===== config.mk =====
export PLATFORM = sky130hd
export DESIGN_NAME = ccff_loader
export DESIGN_NICKNAME = d
export VERILOG_FILES = /design/src/rtl/ccff_pkg.sv /design/src/rtl/ccff_word_serializer.sv /design/src/rtl/ccff_loader.sv
export SDC_FILE = /design/constraint.sdc
export NUM_CORES = 1
export LEC_CHECK = 0
export CAP_MARGIN = 25
export CELL_PAD_IN_SITES_DETAIL_PLACEMENT = 1
export CELL_PAD_IN_SITES_GLOBAL_PLACEMENT = 1
export CORE_UTILIZATION = 25
export DETAILED_ROUTE_END_ITERATION = 8
export GPL_ROUTABILITY_DRIVEN = 0
export PLACE_DENSITY_LB_ADDON = 0.1
export SLEW_MARGIN = 20
export SYNTH_ARGS = -nofsm -noshare
export SYNTH_HDL_FRONTEND = slang
export SYNTH_SLANG_ARGS = --single-unit

===== constraint.sdc =====
create_clock -name prog_clk -period 6.5 [get_ports prog_clk]
set_input_delay 1.3 -clock prog_clk [delete_from_list [all_inputs] [get_ports prog_clk]]
set_output_delay 1.3 -clock prog_clk [all_outputs]
set_load 0.005 [all_outputs]

===== src/rtl/ccff_pkg.sv =====
// Shared definitions for the configuration-chain loader.
//   ccff_state_e : loader FSM states
//   ceil_div     : words per pass from chain length and word width
//   cnt_w        : width of a counter that must hold the value n
//   idx_w        : width of an index over n positions (at least 1)
package ccff_pkg;

  typedef enum logic [1:0] {
    IDLE   = 2'd0,
    LOAD   = 2'd1,
    VERIFY = 2'd2,
    DONE   = 2'd3
  } ccff_state_e;

  function automatic int ceil_div(input int a, input int b);
    return (a + b - 1) / b;
  endfunction

  function automatic int cnt_w(input int n);
    return $clog2(n + 1);
  endfunction

  function automatic int idx_w(input int n);
    return (n < 2) ? 1 : $clog2(n);
  endfunction

endpackage


===== src/rtl/ccff_word_serializer.sv =====
// Word-to-bit serializer feeding the configuration chain.
// Holds one host word and shifts it out LSB-first, one bit per enabled cycle.
//   clk_i, rst_ni  : clock, asynchronous active-low reset
//   clr_i          : synchronous flush (drops the buffered word)
//   busy_i         : loader is in a shifting pass
//   room_i         : the pass still needs more words
//   last_word_i    : the word accepted now is the last of the pass
//   last_lim_i     : index of the final kept bit of the last word
//   s_data_i/s_valid_i/s_ready_o : host word stream
//   accept_o       : a word is taken this cycle
//   head_o         : current bit presented to the chain
//   vld_o          : buffer holds bits still to be shifted
module ccff_word_serializer
  import ccff_pkg::*;
#(
  parameter  int WORD_W = 32,
  localparam int BIDX_W = idx_w(WORD_W)
) (
  input  logic              clk_i,
  input  logic              rst_ni,
  input  logic              clr_i,
  input  logic              busy_i,
  input  logic              room_i,
  input  logic              last_word_i,
  input  logic [BIDX_W-1:0] last_lim_i,
  input  logic [WORD_W-1:0] s_data_i,
  input  logic              s_valid_i,
  output logic              s_ready_o,
  output logic              accept_o,
  output logic              head_o,
  output logic              vld_o
);

  logic [WORD_W-1:0] word_q;
  logic              vld_q;
  logic [BIDX_W-1:0] bidx_q;
  logic [BIDX_W-1:0] lim_q;
  logic              shift;

  assign shift = vld_q & busy_i;

  // A new word may land in the same cycle the previous word's top bit leaves,
  // which keeps the chain shifting at one bit per cycle across word borders.
  assign s_ready_o = busy_i & room_i &
                     (~vld_q | (shift & (bidx_q == BIDX_W'(WORD_W - 1))));
  assign accept_o  = s_valid_i & s_ready_o;
  assign head_o    = word_q[0];
  assign vld_o     = vld_q;

  always_ff @(posedge clk_i or negedge rst_ni) begin
    if (!rst_ni) begin
      word_q <= '0;
      vld_q  <= 1'b0;
      bidx_q <= '0;
      lim_q  <= BIDX_W'(WORD_W - 1);
    end else if (clr_i) begin
      word_q <= '0;
      vld_q  <= 1'b0;
      bidx_q <= '0;
      lim_q  <= BIDX_W'(WORD_W - 1);
    end else if (accept_o) begin
      word_q <= s_data_i;
      vld_q  <= 1'b1;
      bidx_q <= '0;
      // The last word of a pass may carry bits past the chain end; they are
      // never shifted because the buffer empties at the shorter limit.
      lim_q  <= last_word_i ? last_lim_i : BIDX_W'(WORD_W - 1);
    end else if (shift) begin
      word_q <= word_q >> 1;
      if (bidx_q == lim_q) begin
        vld_q  <= 1'b0;
        bidx_q <= '0;
      end else begin
        bidx_q <= bidx_q + BIDX_W'(1);
      end
    end
  end

endmodule


===== src/rtl/ccff_loader.sv =====
// Configuration-chain bitstream loader (prog_clk domain).
// Streams host words LSB-first into a CHAIN_LEN-flop daisy chain and can run a
// second pass that compares the chain tail against the re-sent bitstream.
//   prog_clk, pReset        : clock, asynchronous active-low reset
//   start, verify_en, abort : control (abort has priority over everything)
//   s_data/s_valid/s_ready  : host word stream
//   ccff_head, ccff_en      : serial bit and shift enable to the chain
//   ccff_tail               : serial bit returning from the chain end
//   busy, done              : pass in progress / one-cycle completion pulse
//   mismatch_cnt, err       : saturating verify mismatch count, nonzero flag
module ccff_loader
  import ccff_pkg::*;
#(
  parameter int CHAIN_LEN = 1024,
  parameter int WORD_W    = 32,
  parameter int CNT_W     = 16
) (
  input  logic              prog_clk,
  input  logic              pReset,
  input  logic              start,
  input  logic              verify_en,
  input  logic              abort,
  input  logic [WORD_W-1:0] s_data,
  input  logic              s_valid,
  output logic              s_ready,
  output logic              ccff_head,
  output logic              ccff_en,
  input  logic              ccff_tail,
  output logic              busy,
  output logic              done,
  output logic [CNT_W-1:0]  mismatch_cnt,
  output logic              err
);

  localparam int NW       = ceil_div(CHAIN_LEN, WORD_W);
  localparam int BC_W     = cnt_w(CHAIN_LEN);
  localparam int WC_W     = cnt_w(NW);
  localparam int BIDX_W   = idx_w(WORD_W);
  localparam int LAST_LIM = CHAIN_LEN - (NW - 1) * WORD_W - 1;

  ccff_state_e      state_q;
  logic             busy_q;
  logic             done_q;
  logic             verify_q;
  logic [BC_W-1:0]  bit_cnt_q;
  logic [WC_W-1:0]  word_cnt_q;
  logic [CNT_W-1:0] mism_q;
  logic [CNT_W-1:0] mism_d;
  logic             accept;
  logic             vld;
  logic             shift;
  logic             last_shift;
  logic             miss;

  function automatic logic [CNT_W-1:0] sat_inc(input logic [CNT_W-1:0] v);
    return (&v) ? v : v + CNT_W'(1);
  endfunction

  ccff_word_serializer #(
    .WORD_W (WORD_W)
  ) u_ser (
    .clk_i       (prog_clk),
    .rst_ni      (pReset),
    .clr_i       (abort),
    .busy_i      (busy_q),
    .room_i      (word_cnt_q < WC_W'(NW)),
    .last_word_i (word_cnt_q == WC_W'(NW - 1)),
    .last_lim_i  (BIDX_W'(LAST_LIM)),
    .s_data_i    (s_data),
    .s_valid_i   (s_valid),
    .s_ready_o   (s_ready),
    .accept_o    (accept),
    .head_o      (ccff_head),
    .vld_o       (vld)
  );

  // Enable is an AND of two flops only, so no host input reaches the chain
  // clock gate combinationally.
  assign shift      = vld & busy_q;
  assign last_shift = shift & (bit_cnt_q == BC_W'(CHAIN_LEN - 1));

  // During VERIFY the tail flop holds the first-pass copy of the bit that is
  // being re-sent on the head right now.
  assign miss   = (state_q == VERIFY) & shift & (ccff_tail != ccff_head);
  assign mism_d = miss ? sat_inc(mism_q) : mism_q;

  always_ff @(posedge prog_clk or negedge pReset) begin
    if (!pReset) begin
      state_q    <= IDLE;
      busy_q     <= 1'b0;
      done_q     <= 1'b0;
      verify_q   <= 1'b0;
      bit_cnt_q  <= '0;
      word_cnt_q <= '0;
      mism_q     <= '0;
    end else if (abort) begin
      // mismatch_cnt deliberately keeps its value across an abort
      state_q    <= IDLE;
      busy_q     <= 1'b0;
      done_q     <= 1'b0;
      bit_cnt_q  <= '0;
      word_cnt_q <= '0;
    end else begin
      case (state_q)
        IDLE: begin
          done_q <= 1'b0;
          if (start) begin
            state_q    <= LOAD;
            busy_q     <= 1'b1;
            verify_q   <= verify_en;
            mism_q     <= '0;
            bit_cnt_q  <= '0;
            word_cnt_q <= '0;
          end
        end
        LOAD, VERIFY: begin
          mism_q <= mism_d;
          if (accept) word_cnt_q <= word_cnt_q + WC_W'(1);
          if (shift)  bit_cnt_q  <= bit_cnt_q + BC_W'(1);
          if (last_shift) begin
            bit_cnt_q  <= '0;
            word_cnt_q <= '0;
            if (state_q == LOAD && verify_q) begin
              state_q <= VERIFY;
            end else begin
              state_q <= DONE;
              busy_q  <= 1'b0;
              done_q  <= 1'b1;
            end
          end
        end
        DONE: begin
          state_q <= IDLE;
          done_q  <= 1'b0;
        end
        default: begin
          state_q <= IDLE;
          busy_q  <= 1'b0;
          done_q  <= 1'b0;
        end
      endcase
    end
  end

  assign ccff_en      = shift;
  assign busy         = busy_q;
  assign done         = done_q;
  assign mismatch_cnt = mism_q;
  assign err          = |mism_q;

endmodule


# Word level (Yosys, flattened, before mapping)
# Cells that the tools add are included.
# op_classes
n_addsub,4
n_lt_le_gt_ge,1
eq_ne,15
muxes,41
n_bitwise,11
reduce_logical,19
# op_table
op,n
32-bit two-way mux,3
16-bit two-way mux,3
11-bit two-way mux,4
16-bit case mux with 2 select lines,1
5-bit two-way mux,6
6-bit two-way mux,4
11-bit case mux with 2 select lines,1
"16-bit by 1-bit adder with 16-bit output, second input constant",1
16-bit AND reduction,1
16-bit OR reduction,1
1-bit two-way mux,12
6-bit case mux with 2 select lines,1
"11-bit by 1-bit adder with 11-bit output, second input constant",1
"11-bit by 10-bit equality test with 1-bit output, second input constant",1
"3-bit inequality test, second input constant",3
3-bit AND reduction,3
3-bit nonzero test,3
1-bit bitwise AND,8
"4-bit inequality test, second input constant",2
"6-bit by 1-bit adder with 6-bit output, second input constant",1
"6-bit < comparator, second input constant",1
2-bit two-way mux,3
"2-bit inequality test, second input constant",3
2-bit case mux with 3 select lines,1
other kinds (16),23
# word_totals
regBits,81
out_inout_bits,22
word_cells,102

# Longest topological paths before layout
# depth
ltp_word,9
mapped_depth,10

# Modules after synthesis
# Synthesis repeated with hierarchy kept, for this count alone.
# unflattened
cells_unflattened,494
area_unflattened_um2,4403.0
# by_module_without_submodules
mod,instances,cells_each,area_each_um2,seq_area_each_um2
ccff_loader,1,264,2270.9,950.9
ccff_word_serializer,1,230,2132.0,1082.3

# Worst setup path before layout
# No wires, ideal clock.
# synth_timing
path_type,register -> output
start,register u_ser.bidx_q[0]
end,output s_ready
arrival_ns,1.264
t_required_ns,5.200
slack_ns,3.936
stages_incl_launch_ff,6
n_path_buf,0
cell_sequence,dfrtp_1 -> ha_1 -> and3_1 -> ha_1 -> nor2b_1 -> nor3b_1
# synth_via
elab_chain_cells,4
# synth_rtl
item,line_no,text
"start, declared",ccff_word_serializer.sv:36,logic [BIDX_W-1:0] bidx_q;
"start signal, assigned",ccff_word_serializer.sv:74,bidx_q <= bidx_q + BIDX_W'(1);
5-bit equality test,ccff_word_serializer.sv:45,(~vld_q | (shift & (bidx_q == BIDX_W'(WORD_W - 1))));
1-bit bitwise AND,ccff_word_serializer.sv:45,
1-bit OR,ccff_word_serializer.sv:45,
1-bit bitwise AND,ccff_word_serializer.sv:44,assign s_ready_o = busy_i & room_i &
"end, declared",ccff_loader.sv:25,"output logic s_ready,"
# No other way between the ends.

# Final worst setup path
# Ends and elaborated chain as after synthesis.

==> summary.txt <==
Status -> completed
Max-slew violation count -> 0
Largest net degree at the start of global routing -> 66
I/O pins -> 61
Via density -> 4.95
Synth-to-Final Area Change -> 26.8%
Pwr dens -> 286 nW/um2
I/O Buffers -> 60
RSZ-0062 raised after global routing -> no
First-pass GRT wire length -> 20100 um
Warning count from the yosys run -> 0
Combinational share of power -> 0.235
Clock share of power -> 0.370
Core Area -> 16000 um2
Synthesized Nets -> 517
CTS Sinks -> 76
Sequential Power Share -> 0.395
Achievable frequency -> 268 MHz
Cell taking the most area after synthesis -> dfrtp_1
Fraction of layout cells with a size suffix above 1 -> 0.0803
Vias -> 3658
FFs w/ async S/R, synth -> 1.00
Vias in the first global route -> 3904
Worst Path Class, Setup -> register to output pin
H-tree depth -> 3
Hold Crit Class -> register to register
Initial antenna violation count -> 0
Final nets -> 568
Most frequently used cell type in the post-synthesis netlist -> nand2_1
Post-synth EDFFs -> 0
Sw frac -> 0.313
Tmin final -> 3.73 ns
Type of origin of the critical path -> register
Period utilization -> 0.575
Final hold violations -> 0
Die extent in y -> 131 um
Ranking of synthesized cells by area -> dfrtp_1 (46%), nand2_1 (9.6%), a311oi_1 (6.6%), nor2_1 (4.8%), ha_1 (3.0%)
Worst vdd ir -> 0.121 mV
Leakage Power -> 2.10 nW
Multi-input logic area -> 2060 um2
Mapped Cells -> 468
Clock-pin slew on the worst setup and hold paths -> 0.06 ns
Post-CTS Hold Fix Bufs -> 0
Total Routed Length -> 12000 um
N_diodes -> 0
Worst Clk Skew -> 0.00860 ns
Number of setup buffers added after CTS -> 0
Total gr overflow -> 0
Row cnt -> 46
Critical Path End Type -> output pin
Die W -> 131 um
Post-synth top cells -> nand2_1 (106), dfrtp_1 (76), nor2_1 (53), a311oi_1 (31), a21oi_1 (18)
#FFs+latches synth -> 76
CP Data Arrival Time -> 2.43 ns
Post-CTS Resized -> 0
CP Data Required Time -> 5.20 ns
Maxcap violations -> 0
Reg area -> 1900 um2
CTS tree -> done
Cell variety after synth -> 65
Post-synth top flop -> dfrtp_1
DRC viols -> 0
Final-layout fill cell count -> 1900
HPWL after DPL -> 7950 um
Antenna Violating Nets Remaining -> 0
Yosys top cell area share -> 0.459
Internal cell power -> 0.00103 W
WL per Instance -> 16.2 um
Worst skew pair latency -> 0.35 ns
Syn_area_per_cell -> 8.85 um2
Post-synth design cell area -> 4140 um2
Die area -> 17100 um2
Setup violations, final -> 0
Setup TNS -> 0 ns
Psw -> 0.000470 W
Starting Density -> 0.259
CTS root buf -> clkbuf_16
Clock buffer depth -> 2
CTS Buf Count -> 9
Finished Core Util -> 0.328
Iter 0 DRT Violations -> 128
Worst Max-Slew Pin Slew -> 0.967 ns
Detailed Routing Iterations Pass 1 -> 4
Sequential cell area fraction in the yosys report -> 0.459
Total track usage -> 0.154
Critical path peak fanout -> 7
Max-slew headroom -> 0.356
## path summary, 6_finish.rpt
path / from / to / slack, ns / cells past startpoint
worst max-delay path: u_ser.bidx_q[0] / s_ready / 2.77 / 6
worst min-delay path: verify_q / verify_q / 0.52 / 1
worst max register to register: state_q[0] / word_cnt_q[5] / 3.58 / 7
worst min register to register: verify_q / verify_q / 0.52 / 1
max in group asynchronous: pReset / bit_cnt_q[5] / 4.91 / 3
min in group asynchronous: pReset / word_cnt_q[2] / 0.73 / 1
## cells by family (layout without fill, tap and decap cells)
family	count (synthesis)	after routing	synth area share
AND/OR/NAND/NOR	239	239	0.276
AO/OA/AOI/OAI	97	97	0.170
flip-flops	76	76	0.459
buffers and inverters	37	92	0.0432
adder cells (fa/ha/maj)	10	10	0.0302
XOR/XNOR	5	5	0.0106
multiplexers	4	4	0.0103
## final cells by class
class	instances	area share
multi-input cells	355	0.393
flip-flops and latches	76	0.362
repair buffers	64	0.122
well taps	216	0.0515
clock buffers	11	0.0481
clock inverters	4	0.0138
inverters	13	0.00929
## routing by layer
metal / global-route usage / vias to the layer above / share of wire
li1: - / 1790 / -
met1: 0.191 / 1810 / 0.47
met2: 0.260 / 48 / 0.48
met3: 0.0444 / 10 / 0.038
met4: 0.0426 / 0 / 0.011
met5: 0 / - / 0
## placed cells by master, fill, tap and decap left out, types with 5 or more instances in the layout
| master | n |
|---|---|
| and3_1 | 5 |
| dfrtp_1 | 76 |
| nor3_1 | 9 |
| nand2_1 | 105 |
| clkdlybuf4s50_1 | 58 |
| nand3_1 | 16 |
| nor2_1 | 53 |
| a311oi_1 | 31 |
| o21ai_0 | 16 |
| ha_1 | 10 |
| a21oi_1 | 18 |
| nor4_1 | 8 |
| nand4_1 | 10 |
| inv_1 | 12 |
| clkbuf_16 | 9 |
## power by group through the flow
| stage | sequential (W) | clock, W | combinational (W) |
|---|---|---|---|
| detailed placement | 0.000602 | 0 | 0.000360 |
| global route | 0.000604 | 0.000592 | 0.000403 |
| global placement | 0.000600 | 0 | 0.000351 |
| CTS | 0.000594 | 0.000578 | 0.000363 |
| finish | 0.000593 | 0.000555 | 0.000352 |
| floorplan | 0.000584 | 0 | 0.000219 |
## registers in the layout, indices dropped and copies added (netlist names)
name          cells
u_ser.word_q     32
mismatch_cnt     16
word_cnt_q        6
u_ser.bidx_q      5
verify_q          1
busy              1
bit_cnt_q        11
done              1
state_q           2
u_ser.vld_o       1
## critical path, cell delays in order, from the launching register on
cell,delay [ns]
dfrtp_1,0.42
ha_1,0.20
and3_1,0.16
ha_1,0.29
nor2b_1,0.10
nor3b_1,0.33
clkdlybuf4s50_1,0.59
## metrics by stage
stage | cell area [um2] | power [W] | hold slack [ns] | cells | setup slack, ns
after floorplan | 4140 | 0.000803 | 0.468 | 468 | 3.94
after global routing | 5250 | 0.00160 | 0.549 | 739 | 2.60
after detailed placement | 4930 | 0.000962 | 0.506 | 724 | 2.99
after global placement | 4900 | 0.000951 | 0.495 | 723 | 3.05
after CTS | 5250 | 0.00153 | 0.521 | 739 | 2.73
final | 5250 | 0.00150 | 0.518 | 739 | 2.77
Power figures use the tool's default switching activity.
